**src/rtl/overlap_pkg.sv**
```systemverilog
// Shared types for the sequential overlap accumulator: beat index, FSM state
// and the number of sub-product beats that make up one result.
package overlap_pkg;

   localparam int NBEATS = 4;

   typedef enum logic [1:0] {
      BEAT_P1 = 2'd0,
      BEAT_P2 = 2'd1,
      BEAT_P3 = 2'd2,
      BEAT_P4 = 2'd3
   } beat_t;

   typedef enum logic {
      ST_ACC  = 1'b0,
      ST_DONE = 1'b1
   } state_t;

endpackage

```
**src/rtl/overlap_spread.sv**
```systemverilog
// Combinational spreader: places one W-bit sub-product onto the (2W+1)-bit
// overlap grid at the bit positions selected by its beat index.
module overlap_spread
   import overlap_pkg::*;
#(
   parameter int W = 33
) (
   input  logic [W-1:0] beat,
   input  beat_t        index,
   output logic [2*W:0] spread
);

   always_comb begin
      spread = '0;
      for (int i = 0; i < W; i++) begin
         case (index)
            BEAT_P1:          spread[2*i]     = beat[i];
            BEAT_P2, BEAT_P3: spread[2*i + 1] = beat[i];
            default:          spread[2*i + 2] = beat[i];
         endcase
      end
   end

endmodule

```
**src/rtl/overlap_accum_seq.sv**
```systemverilog
// Sequential overlap stage: accepts P1..P4 as W-bit beats, XOR-accumulates
// them into a (2W+1)-bit result. Define OVERLAP_PARITY_EN to add out_parity.
module overlap_accum_seq
   import overlap_pkg::*;
#(
   parameter int W = 33
) (
   input  logic           clk,
   input  logic           rst_n,
   input  logic           in_valid,
   output logic           in_ready,
   input  logic [W-1:0]   in_data,
   output logic           out_valid,
   input  logic           out_ready,
   output logic [2*W:0]   out_data,
   output logic           busy
`ifdef OVERLAP_PARITY_EN
   ,
   output logic           out_parity
`endif
);

   // Handshake: a beat or result moves on a rising edge exactly when its
   // valid and ready are both high; valid is never withdrawn by this block
   // until the transfer happens, and in_ready opens in DONE only via out_ready.

   localparam beat_t LAST_BEAT = beat_t'(NBEATS - 1);

   state_t         state, state_next;
   beat_t          count, count_next;
   logic [2*W:0]   acc, acc_next, acc_sum;
   logic [2*W:0]   spread_vec;
   logic           accept;
   logic           load_result;

   overlap_spread #(.W(W)) u_spread (
      .beat   (in_data),
      .index  (count),
      .spread (spread_vec)
   );

   assign in_ready  = (state == ST_ACC) || out_ready;
   assign out_valid = (state == ST_DONE);
   assign busy      = (state == ST_DONE) || (count != BEAT_P1);
   assign accept    = in_valid && in_ready;

   // P1 starts a fresh product, so the old accumulator is dropped rather than XORed.
   assign acc_sum = ((count == BEAT_P1) ? '0 : acc) ^ spread_vec;

   always_comb begin
      state_next  = state;
      count_next  = count;
      acc_next    = acc;
      load_result = 1'b0;
      case (state)
         ST_ACC: begin
            if (accept) begin
               acc_next = acc_sum;
               if (count == LAST_BEAT) begin
                  state_next  = ST_DONE;
                  count_next  = BEAT_P1;
                  load_result = 1'b1;
               end else begin
                  count_next = beat_t'(count + 2'd1);
               end
            end
         end
         ST_DONE: begin
            if (out_ready) begin
               state_next = ST_ACC;
               // count is BEAT_P1 here, so a same-cycle beat becomes P1 of the next product
               if (in_valid) begin
                  acc_next   = acc_sum;
                  count_next = BEAT_P2;
               end
            end
         end
         default: begin
            state_next = ST_ACC;
            count_next = BEAT_P1;
         end
      endcase
   end

   always_ff @(posedge clk or negedge rst_n) begin
      if (!rst_n) begin
         state <= ST_ACC;
         count <= BEAT_P1;
         acc   <= '0;
      end else begin
         state <= state_next;
         count <= count_next;
         acc   <= acc_next;
      end
   end

   // Result register keeps the last finished product visible while the next one builds.
   always_ff @(posedge clk or negedge rst_n) begin
      if (!rst_n) begin
         out_data <= '0;
      end else if (load_result) begin
         out_data <= acc_next;
      end
   end

`ifdef OVERLAP_PARITY_EN
   always_ff @(posedge clk or negedge rst_n) begin
      if (!rst_n) begin
         out_parity <= 1'b0;
      end else if (load_result) begin
         out_parity <= ^acc_next;
      end
   end
`endif

endmodule
```
**config.mk**
```make
export PLATFORM = sky130hd
export DESIGN_NAME = overlap_accum_seq
export DESIGN_NICKNAME = d
export VERILOG_FILES = /design/src/rtl/overlap_pkg.sv /design/src/rtl/overlap_spread.sv /design/src/rtl/overlap_accum_seq.sv
export SDC_FILE = /design/constraint.sdc
export NUM_CORES = 1
export LEC_CHECK = 0
export ABC_CLOCK_PERIOD_IN_PS = 2120
export CAP_MARGIN = 5
export CORE_ASPECT_RATIO = 0.8
export CORE_MARGIN = 10
export CORE_UTILIZATION = 45
export CTS_BUF_LIST = sky130_fd_sc_hd__clkbuf_8
export DETAILED_ROUTE_END_ITERATION = 8
export PLACE_DENSITY = 0.79
export SLEW_MARGIN = 0
export SYNTH_ARGS = -nofsm -noshare
export SYNTH_HDL_FRONTEND = slang
export SYNTH_SLANG_ARGS = --single-unit
```
**constraint.sdc**
```tcl
create_clock -name clk -period 2.12 [get_ports clk]
set_input_delay 0.212 -clock clk [delete_from_list [all_inputs] [get_ports clk]]
set_output_delay 0.212 -clock clk [all_outputs]
set_load 0.005 [all_outputs]
```
======== Word-level counts from Yosys, hierarchy flattened ========
Cells that the tools add are included.
storage, ports and cells
  bits of input ports ..................... 37
  logic and storage cells ................. 135
  output and inout port bits .............. 70
  register bits ........................... 137
operators by class
  bitwise gates (word level) .............. 2
  muxes and demuxes ....................... 114
  reductions and logical operators ........ 8
  equal/unequal tests ..................... 6
  add/subtract/negate cells ............... 1
operator list
  operator                                                                count
  67-bit 2-to-1 mux                                                       4
  67-bit case mux with 2 select lines                                     1
  1-bit 2-to-1 mux                                                        103
  67-bit bitwise XOR                                                      1
  2-bit 2-to-1 mux                                                        4
  2-bit != test (second input constant)                                   3
  2-bit equality test (second input constant)                             2
  2-bit case mux with 2 select lines                                      1
  3-bit AND reduction                                                     1
  3-bit OR reduction                                                      1
  2-bit by 1-bit adder with 2-bit output (second input constant)          1
  2-bit by 1-bit equality test with 1-bit output (second input constant)  1
  2-bit logical NOT                                                       1
  1-bit logical OR                                                        2
  1-bit case mux with 2 select lines                                      1
  2-bit nonzero test                                                      1
  2-bit OR reduction                                                      1
  1-bit logical AND                                                       1
  1-bit inverter                                                          1

======== Depth between registers and ports, before layout ========
Gate-level depths: netlist of run 1.
  depth after elaboration ................. 8
  gate-level depth with buffers ........... 7
  mapped depth without buffers ............ 5

======== Hierarchy ========
Synthesis of run 1 repeated with hierarchy kept, for this count alone.
second synthesis, totals
  cell total of the unflattened synthesis .. 780
  area, all modules ....................... 7890.1 µm²
by module, submodules not included
  module             sequential area each (µm²)  area an instance (µm²)  cells each  times used
  overlap_accum_seq  3428.3                      7267.0                  696         1
  overlap_spread     0.0                         623.1                   84          1

======== Worst setup path before layout of run 1 ========
OpenSTA, ideal clock, no wires.
  kind .................................... register to register
  start point ............................. register count[0]
  end point ............................... register acc[3]
  arrival time ............................ 1602 ps
  library setup time ...................... 121 ps
  stages on the path, launching flop included .. 8
  setup slack ............................. 397 ps
  buffers on the path ..................... 2
  path through ............................ dfrtp_1 inv_1 ha_1 buf_6 buf_12 nand2_4 a211o_1 a22o_1
on the way
  word-level cells in the longest chain between the ends .. 7
  elaborated cells between the ends (all ways) .. 11
  classes of those cells .................. 2 x eq/ne; 6 x mux; 1 x bitwise; 2 x reduce/logical
ends and longest elaborated chain
  what                                                                                   RTL line                 RTL
  start, declared                                                                        overlap_accum_seq.sv:30  beat_t count, count_next;
  start signal, assigned                                                                 overlap_accum_seq.sv:92  count <= count_next;
  2-bit by 1-bit equality test with 1-bit output or 2-bit equality test (tied branches)  overlap_spread.sv:16     case (index)
  2-bit OR reduction                                                                     --
  1-bit 2-to-1 mux                                                                       overlap_spread.sv:16
  67-bit bitwise XOR (*)                                                                 overlap_accum_seq.sv:48  assign acc_sum = ((count == BEAT_P1) ? '0 : acc) ^ spread_vec;
  67-bit 2-to-1 mux                                                                      overlap_accum_seq.sv:72  if (in_valid) begin
  67-bit 2-to-1 mux                                                                      overlap_accum_seq.sv:69  if (out_ready) begin
  67-bit case mux with 2 select lines (*)                                                overlap_accum_seq.sv:55  case (state)
  via acc_next[3]                                                                        overlap_accum_seq.sv:31  logic [2*W:0] acc, acc_next, acc_sum;
  end signal, assigned                                                                   overlap_accum_seq.sv:93  acc <= acc_next;
  end, declared                                                                          overlap_accum_seq.sv:31
Mark *: on every way through the listed nets, which the timed path passes. The rest lies on a longest branch.
A chain may end at the register's enable or synchronous reset.

======== Final worst setup path of run 1 ========
  start point ............................. register count[0]
  end point ............................... register acc[34]
on the way
  word-level cells in the longest chain between the ends .. 8
  elaborated cells between the ends (all ways) .. 12
  classes of those cells .................. 2 x eq/ne; 7 x mux; 1 x bitwise; 2 x reduce/logical
ends and longest elaborated chain
  what                                                                                   RTL line
  2-bit by 1-bit equality test with 1-bit output or 2-bit equality test (tied branches)  overlap_spread.sv:16
  2-bit OR reduction                                                                     --
  1-bit 2-to-1 mux (2 in a row)                                                          overlap_spread.sv:16
  67-bit bitwise XOR (*)                                                                 overlap_accum_seq.sv:48
  67-bit 2-to-1 mux                                                                      overlap_accum_seq.sv:72
  67-bit 2-to-1 mux                                                                      overlap_accum_seq.sv:69
  67-bit case mux with 2 select lines (*)                                                overlap_accum_seq.sv:55
  via acc_next[34]                                                                       overlap_accum_seq.sv:31
Marked as above.

==> flow_summary.json, run 1 <==
{
  "synth_fa_ha_area_share_pct": 0.519,
  "status": "finished clean",
  "syn_area_mm2": 0.00724,
  "die_area_mm2": 0.0216,
  "cts_tree": "yes",
  "yosys.area_share.simple_pct": 16.1,
  "yosysMostFrequentCell": "dfrtp_1",
  "start_util_pct": 45.9,
  "core_area_mm2": 0.0157,
  "cp_max_fo": 13,
  "setup_slack_ps": 181,
  "p_leak_nw": 3.76,
  "synth_top_family_by_area": "compound AO/OA/AOI/OAI gates",
  "stdcell_area_mm2": 0.00891,
  "antenna_left": 0,
  "final_hold_viol_count": 0,
  "reg2reg_slack_ps": 180,
  "wl_per_cell_um": 18.8,
  "vias_per_cell": 5.74,
  "power.total_mw": 14.2,
  "max_slew_margin_pct": 70.0,
  "path_class": "register to register",
  "max_freq_ghz": 0.516,
  "synth_seq_cells": 137,
  "fillCellCount": 1406,
  "hold_ws_ps": 277,
  "drive_gt1_share_pct": 9.95,
  "die_w_um": 162,
  "endpoint_kind": "register",
  "grt_usage_pct": 18.0,
  "synth_compound_area_share_pct": 23.2,
  "max-clock-path-buffers": 2,
  "peakVddDrop_uv": 757,
  "port_buffers": 106,
  "pwr_density_cell_mw_per_mm2": 1590,
  "yosys.area.top_type": "dfrtp_1",
  "rows": 41,
  "synthArstFlopShare_pct": 100,
  "crit_path_frequent_cell": "buf_4",
  "nets": 853,
  "slew_violations": 0,
  "ys_seq_area_share_pct": 47.4,
  "first_global_vias": 5909,
  "synthTopCellsByArea": "dfrtp_1 (47%), xnor2_1 (8.0%), o221ai_1 (7.7%)",
  "syn2layout_area_growth_pct": 23.1,
  "cts-htree-levels": 4,
  "hpwl_mm": 13.2,
  "first_pass_iters": 5,
  "finalNonFillerCells": 1039,
  "rsz0062_at_grt": "false",
  "hp-class": "primary input to async pin",
  "die_height_um": 133,
  "dpl.cell_count": 1007,
  "cp_slowest_cell": "ha_4",
  "cp_data_required_time_ps": 2420,
  "ios": 107,
  "period_share_pct": 91.5,
  "synth_ff_type": "dfrtp_1",
  "syn_nets": 765,
  "ys_warn_count": 0,
  "worstRegToRegCells": 7,
  "cts_sinks": 137,
  "path_cells": "inv_1, ha_4, buf_4, buf_4, nor2b_1, xnor2_1, o221ai_1",
  "postSynthAreaPerCell_um2": 9.98,
  "path_clk_slew_ps": 80,
  "dp_slack_ps": 219,
  "worst_setup_path_start_kind": "register",
  "netlist_instances": 725,
  "antenna_found_initial": 0,
  "totalWireLength_mm": 19.5,
  "grt_pass1_wl_mm": 31.8,
  "cts-resized-gates": 0,
  "yosys-top-cells-count": "dfrtp_1 (137), nand2_1 (110), o21ai_0 (70)",
  "fin_setup_tns_ps": 0,
  "overflow": 0,
  "drtIter0Drc": 638,
  "synth_edf_count": 0,
  "muxShareOfSynthArea_pct": 0,
  "utilization_pct": 56.6,
  "layout_min_cycle_time_ps": 1940,
  "cts_buffers": 17,
  "maxCapViolations": 0,
  "worst_slew_pin_slew_ps": 449,
  "via_count": 5961,
  "drc_errors": 0,
  "max_stage_delay_ps": 410,
  "arrival_ps": 2240,
  "setup_violations": 0,
  "clkLatencyLatePin_ps": 440,
  "clock_skew_ps": 8.17,
  "antennaDiodeCount": 0,
  "grt_max_degree": 57,
  "ys_types": 31,
  "root_buffer": "clkbuf_8",
  "gp_congestion": 0.841,
  "synth_top_area_share_pct": 47.4,
  "place_area_mm2": 0.00857,
  "synthXorXnorAreaFrac_pct": 7.99
}
==> worst paths after layout <==
kind	start	end
worst min register to register	out_data[9]	out_data[9]
max in group asynchronous	rst_n	acc[18]
min in group clk	out_data[9]	out_data[9]
worst min-delay path	rst_n	out_data[43]
worst max register to register	count[0]	acc[34]
worst max-delay path	count[0]	acc[34]
==> state kept, by name, summed over array words and instances (netlist names) <==
register and cells:
acc 67, count 2, out_data 67, out_valid 1
==> metal layers <==
metal / wire length [um] / share of wire, % / vias to the layer above / track usage [%]
met5: 0 / 0 / - / 0
met3: 1670 / 8.6 / 18 / 5.48
met2: 8150 / 42 / 267 / 24.8
met4: 238 / 1.2 / 0 / 5.10
li1: - / - / 2768 / -
met1: 9430 / 48 / 2908 / 26.4
==> area by class of cell <==
cell class	instances	area [um^2]	area share [%]
clock buffers	18	248	2.78
clock inverters	12	75.1	0.843
inverters	5	18.8	0.211
multi-input cells	520	3480	39.1
flip-flops and latches	137	3430	38.5
well taps	215	269	3.02
repair buffers	132	1390	15.6
==> power by group <==
part	switching [mW]	internal, mW
combinational	4.02	3.79
sequential	0.761	3.77
clock	0.933	0.903
==> layout by cell type, fill, tap and decap left out <==
master	Yosys	layout
a211o_1	33	33
a211oi_1	1	1
a21oi_1	34	34
a22o_1	33	33
a31oi_1	1	1
and3b_1	1	1
buf_12	2	10
buf_4	3	15
buf_6	2	1
bufinv_16	0	1
clkbuf_8	0	18
clkdlybuf4s50_1	0	105
clkinv_2	0	3
dfrtp_1	137	137
dlygate4sd3_1	0	1
ha_1	3	1
ha_2	0	1
ha_4	0	1
inv_1	2	10
inv_2	3	3
nand2_1	110	110
nand2_2	7	7
nand2_4	20	20
nand2b_1	35	35
nand3_1	2	2
nand3b_1	2	2
nand4_1	1	1
nor2_1	1	1
nor2_2	1	1
nor2b_1	33	32
nor2b_4	0	1
nor4_1	1	1
o21ai_0	70	70
o221ai_1	64	64
o31ai_1	1	1
xnor2_1	66	66
==> timing repair <==
| action | 4_1_cts | 5_1_grt |
|---|---|---|
| hold endpoints to repair | 44 | 0 |
| endpoints found under the setup margin | 0 | 1 |
| hold buffers | 1 | 0 |
| setup buffers | 0 | 1 |
==> cell families (layout without fill, tap and decap cells) <==
group                    after synthesis  in the layout
AND/OR/NAND/NOR                      214            214
buffers and inverters                 68            167
adder cells (fa/ha/maj)                3              3
XOR/XNOR                              66             66
flip-flops                           137            137
AO/OA/AOI/OAI                        237            237
==> worst max-delay path, delay by kind of cell (launching register included) <==
kind,cells,cell delay [ps]
buf+inv,3,520
fa+ha+maj,1,410
flops,1,400
xor+xnor,1,240
compound gates,1,160
simple gates,1,60
Note: power is estimated with default switching activity, not from simulation.
==> inputs of run 2 (changes only) <==
--- a/config.mk
+++ b/config.mk
@@ -12,6 +12,7 @@
 export CORE_UTILIZATION = 45
 export CTS_BUF_LIST = sky130_fd_sc_hd__clkbuf_8
 export DETAILED_ROUTE_END_ITERATION = 8
+export HOLD_SLACK_MARGIN = 0.06
 export PLACE_DENSITY = 0.79
 export SLEW_MARGIN = 0
 export SYNTH_ARGS = -nofsm -noshare
==> results of run 2 <==
Final layout, timing and power as in run 1 (identical DEF).
